**config.mk**
```make
export PLATFORM = sky130hd
export DESIGN_NAME = throw_charge_ctl
export DESIGN_NICKNAME = d
export VERILOG_FILES = /design/src/rtl/throw_charge_ctl_pkg.sv /design/src/rtl/throw_charge_ctl_btn_sync_edge.sv /design/src/rtl/throw_charge_ctl.sv
export SDC_FILE = /design/constraint.sdc
export NUM_CORES = 1
export LEC_CHECK = 0
export ABC_AREA = 1
export BUFFER_PORTS_ARGS = -buffer_cell sky130_fd_sc_hd__buf_2
export CAP_MARGIN = 25
export CORE_AREA = 4 4 99 101
export DETAILED_ROUTE_END_ITERATION = 7
export DIE_AREA = 0 0 103 105
export SKIP_LAST_GASP = 1
export SLEW_MARGIN = 20
export SYNTH_ARGS = -nofsm -noshare
export SYNTH_HDL_FRONTEND = slang
export SYNTH_SLANG_ARGS = --single-unit
```
**constraint.sdc**
```tcl
create_clock -name clk -period 1.9 [get_ports clk]
set_input_delay 0.38 -clock clk [delete_from_list [all_inputs] [get_ports clk]]
set_output_delay 0.38 -clock clk [all_outputs]
set_load 0.02 [all_outputs]
```
**src/rtl/throw_charge_ctl_pkg.sv**
```systemverilog
// throw_charge_ctl_pkg: shared types and constants for the throw charge controller
package throw_charge_ctl_pkg;
  typedef enum logic [1:0] {ST_IDLE, ST_CHARGE, ST_THROW, ST_DONE} charge_state_t;
  localparam int FORCE_W = 10;
  localparam int WIND_CALM = 50;
  localparam int WIND_MAX = 100;
  function automatic logic [6:0] wind_map(input logic [6:0] v);
    return (v > 7'(WIND_MAX)) ? v - 7'd27 : v;
  endfunction
endpackage

```
**src/rtl/throw_charge_ctl_btn_sync_edge.sv**
```systemverilog
// btn_sync_edge: two-flop synchronizer for an async button with rise/fall pulses
module btn_sync_edge (
  input  logic clk,
  input  logic rst,
  input  logic raw,
  output logic level,
  output logic rise,
  output logic fall
);
  logic [2:0] s;
  always_ff @(posedge clk or posedge rst)
    if (rst) s <= '0;
    else s <= {s[1:0], raw};
  assign level = s[1];
  assign rise = s[1] & ~s[2];
  assign fall = ~s[1] & s[2];
endmodule

```
**src/rtl/throw_charge_ctl.sv**
```systemverilog
// throw_charge_ctl: power-bar charge, held throw enable and per-turn wind generation
module throw_charge_ctl
  import throw_charge_ctl_pkg::*;
#(
  parameter int TICK_DIV = 1300000,
  parameter int MAX_FORCE = 1023,
  parameter int STEP = 16,
  parameter int WIND_INIT = WIND_CALM,
  parameter logic [15:0] LFSR_SEED = 16'hACE1
) (
  input  logic clk,
  input  logic rst,
  input  logic turn_active,
  input  logic btn,
  input  logic throw_done,
  output logic enable,
  output logic [FORCE_W-1:0] throw_force,
  output logic [FORCE_W-1:0] charge_level,
  output logic charging,
  output logic [6:0] wind_force,
  output logic turn_done
);
  localparam int CW = TICK_DIV > 1 ? $clog2(TICK_DIV) : 1;
  logic [CW-1:0] cnt;
  logic tick, btn_level, rise, fall, dir_dn, up_sat, dn_zero;
  logic [15:0] lfsr;
  logic [10:0] up_sum;
  logic [FORCE_W-1:0] nxt_level;
  charge_state_t state;
  btn_sync_edge u_sync (.clk(clk), .rst(rst), .raw(btn), .level(btn_level), .rise(rise), .fall(fall));
  assign tick = cnt == CW'(TICK_DIV - 1);
  always_ff @(posedge clk or posedge rst)
    if (rst) cnt <= '0;
    else cnt <= tick ? '0 : cnt + 1'b1;
  always_ff @(posedge clk or posedge rst)
    if (rst) lfsr <= LFSR_SEED;
    else lfsr <= {lfsr[14:0], lfsr[15] ^ lfsr[13] ^ lfsr[12] ^ lfsr[10]};
  // 11-bit compare so the upward step cannot wrap past MAX_FORCE
  always_comb begin
    up_sum = {1'b0, charge_level} + 11'(STEP);
    up_sat = up_sum >= 11'(MAX_FORCE);
    dn_zero = {1'b0, charge_level} <= 11'(STEP);
    nxt_level = dir_dn ? (dn_zero ? '0 : charge_level - FORCE_W'(STEP))
                       : (up_sat ? FORCE_W'(MAX_FORCE) : up_sum[FORCE_W-1:0]);
  end
  always_ff @(posedge clk or posedge rst)
    if (rst) begin
      state <= ST_IDLE;
      enable <= 1'b0;
      throw_force <= '0;
      charge_level <= '0;
      charging <= 1'b0;
      wind_force <= 7'(WIND_INIT);
      turn_done <= 1'b0;
      dir_dn <= 1'b0;
    end else begin
      turn_done <= 1'b0;
      case (state)
        ST_IDLE:
          if (rise && turn_active) begin
            charge_level <= '0;
            dir_dn <= 1'b0;
            charging <= 1'b1;
            state <= ST_CHARGE;
          end
        ST_CHARGE:
          if (!turn_active) begin
            charge_level <= '0;
            charging <= 1'b0;
            state <= ST_IDLE;
          end else if (fall) begin
            throw_force <= charge_level;
            enable <= 1'b1;
            charging <= 1'b0;
            state <= ST_THROW;
          end else if (tick) begin
            charge_level <= nxt_level;
            dir_dn <= dir_dn ? !dn_zero : up_sat;
          end
        ST_THROW:
          if (throw_done) begin
            enable <= 1'b0;
            turn_done <= 1'b1;
            wind_force <= wind_map(lfsr[6:0]);
            state <= ST_DONE;
          end
        ST_DONE:
          // hold off re-arming until the throw controller leaves its end state
          if (!throw_done) begin
            charge_level <= '0;
            state <= ST_IDLE;
          end
      endcase
    end
endmodule

```
==> impl_metrics.env, run 1 <==
export IMPL_first_pass_iters=4
export IMPL_yosys_area_share_xor_xnor_pct=5.03
export IMPL_grt_total_usage_pct=15.2
export IMPL_cts_sinks=67
export IMPL_finalMaxSlewViolations=0
export IMPL_yosysUniqueCellTypes=33
export IMPL_p_sw_share_pct=31.1
export IMPL_nFillCells=909
export IMPL_cts_buffer_depth=2
export IMPL_placed_area_um2=3800
export IMPL_diodes=0
export IMPL_grt_pass1_vias=2780
export IMPL_synth_mux_area_share_pct=0
export IMPL_fp_dieH_um=105
export IMPL_pre_cts_ws_ps=187
export IMPL_yosysSeqAreaShare_pct=48.5
export IMPL_r2r_setup_slack_ps=190
export IMPL_io_pins=35
export IMPL_grt_max_degree=28
export IMPL_period_share_pct=89.9
export IMPL_routed_wl_mm=7.52
export IMPL_clockPowerShare_pct=34.9
export IMPL_dp_cells=569
export IMPL_cts_buffers=9
export IMPL_status="finished, final reports clean"
export IMPL_hp_class="in2async"
export IMPL_tightest_slew_ps=550
export IMPL_synth_top_family_by_area="simple AND/OR/NAND/NOR gates"
export IMPL_cp_max_fo=7
export IMPL_ys_ff_latch=67
export IMPL_tns_ps=0
export IMPL_yosys_most_used_dff="dfrtp_1"
export IMPL_final_setup_worst_slack_ps=193
export IMPL_path_clk_slew_ps=80
export IMPL_path_class="reg2reg"
export IMPL_met2_wirelength_mm=3.34
export IMPL_grt_pass1_wl_mm=13.1
export IMPL_fin_crit_ps=1710
export IMPL_cts_root_buf="clkbuf_8"
export IMPL_leakage_nw=2.02
export IMPL_final_cell_mix="nand2_1 (100), nor2_1 (59), dfrtp_1 (56), inv_1 (49), buf_2 (34)"
export IMPL_drc=0
export IMPL_final_nets=481
export IMPL_ant_nets=0
export IMPL_syn_area_um2=3490
export IMPL_vias_per_cell=4.87
export IMPL_hpwl_mm=5.73
export IMPL_synth_compound_area_share_pct=7.07
export IMPL_cts_tree="done"
export IMPL_yosys_warnings=0
export IMPL_postCtsSetupBuffers=0
export IMPL_syn_to_final_growth_pct=14.2
export IMPL_synth_fp_nets=438
export IMPL_pwr_share_comb_pct=15.1
export IMPL_wl_met3_um=292
export IMPL_hold_viol=0
export IMPL_clock_latency_ps=350
export IMPL_vias=2851
export IMPL_synth_top_cell_area_share_pct=40.2
export IMPL_hold_ws_ps=77.0
export IMPL_synth_area_leaders="dfrtp_1 (40%), nand2_1 (11%), dfstp_2 (8.3%)"
export IMPL_final_cell_area_um2=3980
export IMPL_cts_htree_levels=3
export IMPL_cp_end_kind="register"
export IMPL_switchingPower_mw=0.953
export IMPL_slew_headroom_pct=63.2
export IMPL_power_density_nw_per_um2=770
export IMPL_drive_gt1_share_pct=20.0
export IMPL_synth_simple_area_share_pct=29.1
export IMPL_dieArea_um2=10800
export IMPL_post_synth_inst_count=426
export IMPL_portBuffers=34
export IMPL_gp_congestion=0.900
export IMPL_wl_per_cell_um=12.8
export IMPL_clock_skew_ps=11.6
export IMPL_met1_length_mm=3.74
export IMPL_start_util_pct=38.6
export IMPL_holdBufCountCts=0
export IMPL_ir_drop_uv=447
export IMPL_reg2regPathDepth=9
export IMPL_critical_path_startpoint_type="register"
export IMPL_cp_arrival_ps=1990
export IMPL_syn_area_per_cell_um2=8.18
export IMPL_ctsResizeCount=0
export IMPL_grt_ovfl_total=0
export IMPL_grt_antenna_before_repair=0
export IMPL_stdcell_count=585
export IMPL_die_x_um=103
export IMPL_async_reset_ff_share_pct=100
export IMPL_finalSetupViolCount=0
export IMPL_layout_commonest_cell="nand2_1"
export IMPL_max_freq_mhz=586
export IMPL_highest_layer="met4"
export IMPL_synthAdderAreaFrac_pct=2.51
export IMPL_required_ps=2180
export IMPL_synth_edf_count=0
export IMPL_rsz0062_at_grt="no"
export IMPL_synth_area_leader_cell="dfrtp_1"
export IMPL_core_region_area_um2=9020
export IMPL_pwr_share_seq_pct=50.0
export IMPL_intPower_mw=2.11
export IMPL_max_cap_violations=0
export IMPL_drtIter0Drc=172
export IMPL_fp_row_count=35
-- state kept, by name (all words and copies together) (netlist names), named ones only --
name	flops
turn_done	1
lfsr	16
dir_dn	1
wind_force	7
cnt	21
throw_force	7
state	1
enable	1
charging	1
charge_level	7
u_sync.s	3
-- critical path: stages (launching register included) --
cell and delay [ps]:
dfrtp_1 450, ha_1 240, nand2_2 100, nor2_4 150, nand3_4 110, nor2_8 190
nand3_4 130, clkinv_2 110, nand3_4 90, nand2_1 90
-- layer usage --
metal / vias to the layer above / global-route usage, %
li1: 1424 / -
met3: 12 / 3.81
met2: 62 / 21.6
met4: 0 / 6.01
met1: 1353 / 22.0
met5: - / 0
-- stage by stage --
step / power (mW) / util [%]
CTS: 3.10 / 44.1
global route: 3.23 / 44.1
global placement: 2.02 / 42.1
finish: 3.06 / 44.1
floorplan: 1.89 / -
detailed placement: 2.02 / 42.1
-- power by group through the flow --
| stage | clock, mW | combinational, mW | sequential [mW] |
|---|---|---|---|
| floorplan | 0 | 0.302 | 1.59 |
| global placement | 0 | 0.468 | 1.56 |
| detailed placement | 0 | 0.466 | 1.56 |
| CTS | 1.10 | 0.467 | 1.53 |
| global route | 1.17 | 0.524 | 1.54 |
| finish | 1.07 | 0.463 | 1.53 |
-- synthesized netlist by cell type, types with 2 or more instances --
| cell type | count |
|---|---|
| inv_1 | 50 |
| nor2_8 | 2 |
| ha_1 | 7 |
| o21ai_1 | 4 |
| nand4_1 | 6 |
| nor3_1 | 10 |
| nand3_1 | 25 |
| o21a_1 | 2 |
| o2111ai_1 | 2 |
| nand2_1 | 101 |
| buf_4 | 6 |
| nor2_2 | 5 |
| xnor2_1 | 4 |
| nor2_1 | 59 |
| o21ai_0 | 18 |
| a31oi_1 | 2 |
| a21oi_1 | 14 |
| inv_2 | 7 |
| nand2_2 | 6 |
| dfrtp_1 | 56 |
| dfstp_2 | 11 |
| nand3_4 | 3 |
| xor2_1 | 16 |
-- final cells by class --
class	instances	area, um^2	area share, %
clock buffer	9	124	3.11
clock inverter	7	53.8	1.35
inverter	59	226	5.69
multi-input combinational	293	1530	38.4
sequential	67	1690	42.5
tap	111	139	3.49
timing repair buffer	39	220	5.53
-- kinds of logic (layout without fill, tap and decap cells) --
kind of cell,count (synthesis),in the layout
AND/OR/NAND/NOR,221,221
buffers and inverters,66,114
XOR/XNOR,20,20
flip-flops,67,67
AO/OA/AOI/OAI,45,45
adder cells (fa/ha/maj),7,7
-- final timing paths --
check / startpoint / to
min in group clk: btn / u_sync.s[0]$_DFF_PP0_
hold reg to reg: lfsr[8]$_DFF_PP0_ / lfsr[9]$_DFF_PP0_
setup reg to reg: cnt[0]$_DFF_PP0_ / charge_level[7]$_DFFE_PP0P_
hold / removal: rst / lfsr[1]$_DFF_PP0_
max in group asynchronous: rst / lfsr[6]$_DFF_PP1_
setup / recovery: cnt[0]$_DFF_PP0_ / charge_level[7]$_DFFE_PP0P_
Power figures use the tool's default switching activity.
==> inputs of run 2 (changes only) <==
RECOVER_POWER = 25   (was not set)
==> run 2 against run 1 <==
Net effect:
- critical path depth decreased by 1
- die area is the same
- power hardly changed
==> impl_metrics.env, run 2 (synthesized netlist as in run 1, its figures left out) <==
export IMPL_cts_buffer_depth=2
export IMPL_rsz0062_at_grt="no"
export IMPL_io_pins=35
export IMPL_critical_path_startpoint_type="register"
export IMPL_finalPower_mw=3.06
export IMPL_largest_registers="cnt (21), lfsr (16)"
export IMPL_grt_total_usage_pct=15.2
export IMPL_cts_htree_levels=3
export IMPL_tns_ps=0
export IMPL_cp_end_kind="register"
export IMPL_gp_congestion=0.900
export IMPL_wl_per_cell_um=12.8
export IMPL_fin_crit_ps=1720
export IMPL_period_share_pct=90.6
export IMPL_vias=2839
export IMPL_max_freq_mhz=581
export IMPL_finalSetupViolCount=0
export IMPL_ant_nets=0
export IMPL_clock_skew_ps=11.5
export IMPL_cp_arrival_ps=2000
export IMPL_path_class="reg2reg"
export IMPL_slew_headroom_pct=24.6
export IMPL_finalMaxSlewViolations=0
export IMPL_portBuffers=34
export IMPL_final_util_pct=44.0
export IMPL_clock_latency_ps=350
export IMPL_diodes=0
export IMPL_ir_drop_uv=446
export IMPL_hold_viol=0
export IMPL_final_cell_mix="nand2_1 (100), nor2_1 (59), dfrtp_1 (56), inv_1 (49), buf_2 (34)"
export IMPL_drc=0
export IMPL_critPathTopFamily="flip-flops"
export IMPL_max_cap_violations=0
export IMPL_die_x_um=103
export IMPL_required_ps=2170
export IMPL_tightest_slew_ps=1120
export IMPL_cts_sinks=67
export IMPL_path_cells="inv_1 > ha_1 > o21ai_1 > nand3_1 > inv_2 > nand2_1 > xor2_1 > o21ai_1"
export IMPL_fp_row_count=35
export IMPL_status="finished, final reports clean"
export IMPL_largest_register_ffs=21
export IMPL_final_nets=481
export IMPL_grt_pass1_vias=2780
export IMPL_power_density_nw_per_um2=771
export IMPL_pre_cts_ws_ps=187
export IMPL_worst_path_buf_inv=2
export IMPL_reg2regPathDepth=8
export IMPL_cp_max_fo=6
export IMPL_critPathMostFrequentCell="o21ai_1"
export IMPL_dieArea_um2=10800
export IMPL_grt_antenna_before_repair=0
export IMPL_worstHoldPathCells=1
export IMPL_cp_depth=8
export IMPL_fp_dieH_um=105
export IMPL_hp_class="in2reg"
export IMPL_first_pass_iters=4
export IMPL_start_util_pct=38.6
export IMPL_layout_commonest_cell="nand2_1"
export IMPL_grt_ovfl_total=0
export IMPL_core_region_area_um2=9020
export IMPL_max_stage_delay_ps=590
export IMPL_leakage_nw=2.02
export IMPL_top_register="cnt"
export IMPL_grt_max_degree=28
export IMPL_slowest_stage="dfstp_1"
export IMPL_cts_tree="done"
export IMPL_drive_gt1_share_pct=18.8
export IMPL_path_clk_slew_ps=80
export IMPL_final_setup_worst_slack_ps=178
export IMPL_grt_pass1_wl_mm=13.1
export IMPL_hpwl_mm=5.73
export IMPL_vias_per_cell=4.85
export IMPL_cts_root_buf="clkbuf_8"
export IMPL_drtIter0Drc=172
export IMPL_syn_to_final_growth_pct=14.0
export IMPL_routed_wl_mm=7.50
export IMPL_cts_buffers=9
==> run 2: worst paths after layout <==
path                                    from                   endpoint  slack [ps]
setup / recovery           lfsr[0]$_DFF_PP1_  wind_force[3]$_DFFE_PP0P_         180
hold / removal                           btn      u_sync.s[0]$_DFF_PP0_         140
setup reg to reg           lfsr[0]$_DFF_PP1_  wind_force[3]$_DFFE_PP0P_         180
hold reg to reg            lfsr[8]$_DFF_PP0_          lfsr[9]$_DFF_PP0_         350
max in group asynchronous                rst          lfsr[7]$_DFF_PP1_         810
min in group asynchronous                rst          lfsr[1]$_DFF_PP0_         240
==> run 2: final cells by class <==
type	instances	area, um^2
sequential	67	1690
inverter	59	224
clock inverter	7	53.8
fill	909	5050
multi-input combinational	293	1530
tap	111	139
timing repair buffer	39	216
clock buffer	9	124
==> run 2: repair_timing <==
item / 4_1_cts / 5_1_grt
buffers inserted: 0 / 0
endpoints found under the hold margin: 0 / 0
gates resized for setup: 0 / 1
hold buffers: 0 / 0
setup endpoints to repair: 0 / 1
==> run 2: routing by layer <==
metal / GRT usage, % / up-vias / routed length [um]
met2: 21.6 / 61 / 3330
met5: 0 / - / 0
met3: 3.81 / 12 / 301
met1: 22.0 / 1342 / 3740
li1: - / 1424 / -
met4: 6.01 / 0 / 136
==> run 2: worst reg2reg max path: cells and delay by family, from the launching register on <==
kind	cells	cell delay (ps)
DFF	1	590
AOI/OAI and AO/OA	2	260
and+or+nand+nor	2	260
buffers and inverters	2	220
adders and majority gates	1	200
xor gates and xnor gates	1	140
==> run 2: power breakdown <==
group / internal [mW] / total, mW / switching [mW]
Sequential: 1.48 / 1.53 / 0.0482
Clock: 0.479 / 1.07 / 0.592
Combinational: 0.148 / 0.462 / 0.313
Total: 2.11 / 3.06 / 0.953
==> run 2: stage by stage <==
stage                     area [um^2]  cells  hold WS (ps)
after detailed placement         3800    569           342
after CTS                        3980    585          76.8
after floorplan                  3490    426           331
final                            3970    585           142
after global placement           3800    569           336
after global routing             3970    585           128
==> inputs of run 3 (changes only) <==
SLEW_MARGIN = not set   (was 20)
SYNTH_HIERARCHICAL = 1   (was not set)
==> run 3 against run 2 <==
Net effect:
- first-iteration DRC count shrank 46%
- die area is the same
- non-clock buffer count shrank 1
- global-route usage shrank 0.56 points
- highest routed layer unchanged
- register-to-register slack gained 20 ps
- setup slack gained 19 ps
- clock-buffer cell count grew 1
- power grew 18%
- critical path depth shrank 1
- critical path type unchanged
==> impl_metrics.env, run 3 <==
export IMPL_slowest_stage="dfrtp_2"
export IMPL_cts_htree_levels=3
export IMPL_grt_max_degree=65
export IMPL_hpwl_mm=5.25
export IMPL_async_reset_ff_share_pct=100
export IMPL_syn_to_final_growth_pct=13.9
export IMPL_drive_gt1_share_pct=21.2
export IMPL_vias=2686
export IMPL_max_cap_violations=0
export IMPL_yosysUniqueCellTypes=37
export IMPL_clock_skew_ps=15.3
export IMPL_finalMaxSlewViolations=0
export IMPL_finalSetupViolCount=0
export IMPL_io_pins=35
export IMPL_period_share_pct=89.6
export IMPL_yosysMostFrequentCell="nand2_1"
export IMPL_grt_pass1_wl_mm=12.6
export IMPL_cp_depth=7
export IMPL_ir_drop_uv=503
export IMPL_cts_tree="done"
export IMPL_cts_buffer_depth=2
export IMPL_rsz0062_at_grt="no"
export IMPL_diodes=0
export IMPL_final_util_pct=43.8
export IMPL_worstHoldPathCells=1
export IMPL_critical_path_startpoint_type="register"
export IMPL_worst_path_buf_inv=1
export IMPL_syn_area_um2=3470
export IMPL_drtIter0Drc=93
export IMPL_cp_arrival_ps=1980
export IMPL_routed_wl_mm=7.11
export IMPL_largest_register_ffs=21
export IMPL_power_density_nw_per_um2=912
export IMPL_status="finished, final reports clean"
export IMPL_tightest_slew_ps=867
export IMPL_drc=0
export IMPL_start_util_pct=38.4
export IMPL_synth_edf_count=0
export IMPL_synth_area_leaders="dfrtp_1 (40%), nand2_1 (10%), dfstp_2 (8.3%)"
export IMPL_hp_class="in2reg"
export IMPL_post_synth_inst_count=408
export IMPL_nFillCells=901
export IMPL_layout_commonest_cell="nand2_1"
export IMPL_yosys_warnings=6
export IMPL_grt_ovfl_total=0
export IMPL_max_freq_mhz=587
export IMPL_reg2regPathDepth=7
export IMPL_ant_nets=0
export IMPL_leakage_nw=2.02
export IMPL_cts_buffers=9
export IMPL_wl_per_cell_um=12.6
export IMPL_core_region_area_um2=9020
export IMPL_final_cell_mix="nand2_1 (94), inv_1 (58), dfrtp_1 (54), nor2_1 (44), buf_2 (33)"
export IMPL_cp_end_kind="register"
export IMPL_critPathTopFamily="compound AO/OA/AOI/OAI gates"
export IMPL_clock_latency_ps=350
export IMPL_seq_area_um2=1690
export IMPL_gp_congestion=0.865
export IMPL_required_ps=2180
export IMPL_fp_row_count=35
export IMPL_cp_max_fo=7
export IMPL_path_cells="inv_1 > ha_1 > o21ai_0 > nand2_1 > o21ai_0 > nand2_1 > nand3_1"
export IMPL_syn_area_per_cell_um2=8.50
export IMPL_yosysSeqAreaShare_pct=48.8
export IMPL_largest_registers="cnt (21), lfsr (16)"
export IMPL_tns_ps=0
export IMPL_yosys_top_cells_count="nand2_1 (94), inv_1 (59), dfrtp_1 (56)"
export IMPL_yosys_most_used_dff="dfrtp_1"
export IMPL_hold_viol=0
export IMPL_path_class="reg2reg"
export IMPL_synth_top_cell_area_share_pct=40.4
export IMPL_grt_total_usage_pct=14.6
export IMPL_fp_dieH_um=105
export IMPL_slew_headroom_pct=42.2
export IMPL_ys_ff_latch=67
export IMPL_synth_fp_nets=420
export IMPL_grt_pass1_vias=2724
export IMPL_dieArea_um2=10800
export IMPL_cts_root_buf="clkbuf_8"
export IMPL_path_clk_slew_ps=80
export IMPL_multi_input_area_um2=1460
export IMPL_cts_sinks=67
export IMPL_top_register="cnt"
export IMPL_final_nets=459
export IMPL_portBuffers=34
export IMPL_synth_area_leader_cell="dfrtp_1"
export IMPL_vias_per_cell=4.77
export IMPL_max_stage_delay_ps=430
export IMPL_die_x_um=103
export IMPL_grt_antenna_before_repair=0
export IMPL_first_pass_iters=4
export IMPL_fin_crit_ps=1700
-- run 3: cell types whose count changed after synthesis, sizes merged, moves of 4 or more --
| cell | before | now |
|---|---|---|
| nand2 | 107 | 98 |
| inv | 57 | 63 |
| nor2 | 67 | 51 |
| o21ai | 22 | 30 |
| buf | 6 | 10 |
| a21oi | 14 | 10 |
-- run 3: per-stage QoR --
step | worst slack, ps | power, mW | hold WS (ps) | cell area (um^2) | instances
2_1_floorplan | 206 | 2.20 | 134 | 3470 | 408
3_3_place_gp | 235 | 2.41 | 276 | 3730 | 546
3_5_place_dp | 170 | 2.41 | 280 | 3730 | 546
4_1_cts | 138 | 3.67 | 116 | 3950 | 563
5_1_grt | 35.3 | 3.84 | 116 | 3950 | 563
6_report | 197 | 3.60 | 141 | 3950 | 563
-- run 3: routing by layer --
layer	up-vias	track usage [%]	part of all wire, %
li1	1361	-	-
met5	-	0	0
met4	0	5.46	1.3
met1	1277	19.0	47
met2	41	22.9	49
met3	7	4.21	3.2
-- run 3: cell type report --
| type | count | area share (%) |
|---|---|---|
| flip-flops and latches | 67 | 42.9 |
| repair buffers | 38 | 5.10 |
| clock buffers | 10 | 3.49 |
| inverters | 64 | 6.31 |
| clock inverters | 6 | 1.81 |
| well taps | 111 | 3.52 |
| multi-input cells | 267 | 36.9 |
-- run 3: path summary, 6_finish.rpt --
kind / slack (ps) / end / start
setup / recovery: 200 / charge_level[7]$_DFFE_PP0P_ / charge_level[4]$_DFFE_PP0P_
hold reg to reg: 340 / lfsr[15]$_DFF_PP1_ / lfsr[14]$_DFF_PP0_
setup reg to reg: 200 / charge_level[7]$_DFFE_PP0P_ / charge_level[4]$_DFFE_PP0P_
max in group asynchronous: 430 / lfsr[14]$_DFF_PP0_ / rst
hold / removal: 140 / u_sync/s[0]$_DFF_PP0_ / btn
min in group asynchronous: 470 / u_sync/s[2]$_DFF_PP0_ / rst
-- run 3: where the power goes --
part	leakage [nW]	internal (mW)	total [mW]	switching, mW
Clock	0.0995	0.653	1.23	0.579
Combinational	1.06	0.231	0.714	0.483
Sequential	0.860	1.57	1.66	0.0861
Total	2.02	2.45	3.60	1.15
-- run 3: what timing repair did --
action | 4_1_cts | 5_1_grt
resized for setup | 0 | 4
endpoints found under the setup margin | 0 | 6
setup buffers | 0 | 0
hold buffers | 1 | 0
endpoints found under the hold margin | 3 | 0
-- run 3: worst reg2reg max path, delay by kind of cell, from the launching register on --
| family | cells | cell delay [ps] |
|---|---|---|
| buf+inv | 1 | 120 |
| compound gates | 2 | 460 |
| flops | 1 | 430 |
| simple gates | 3 | 350 |
| fa+ha+maj | 1 | 280 |
-- run 3: logic make-up (layout without fill, tap and decap cells) --
logic type,count (synthesis),after routing,share of synthesized area [%]
simple gates,195,195,26.6
buf+inv,74,118,9.38
flops,67,67,48.8
compound gates,47,47,8.16
xor+xnor,18,18,4.55
fa+ha+maj,7,7,2.53
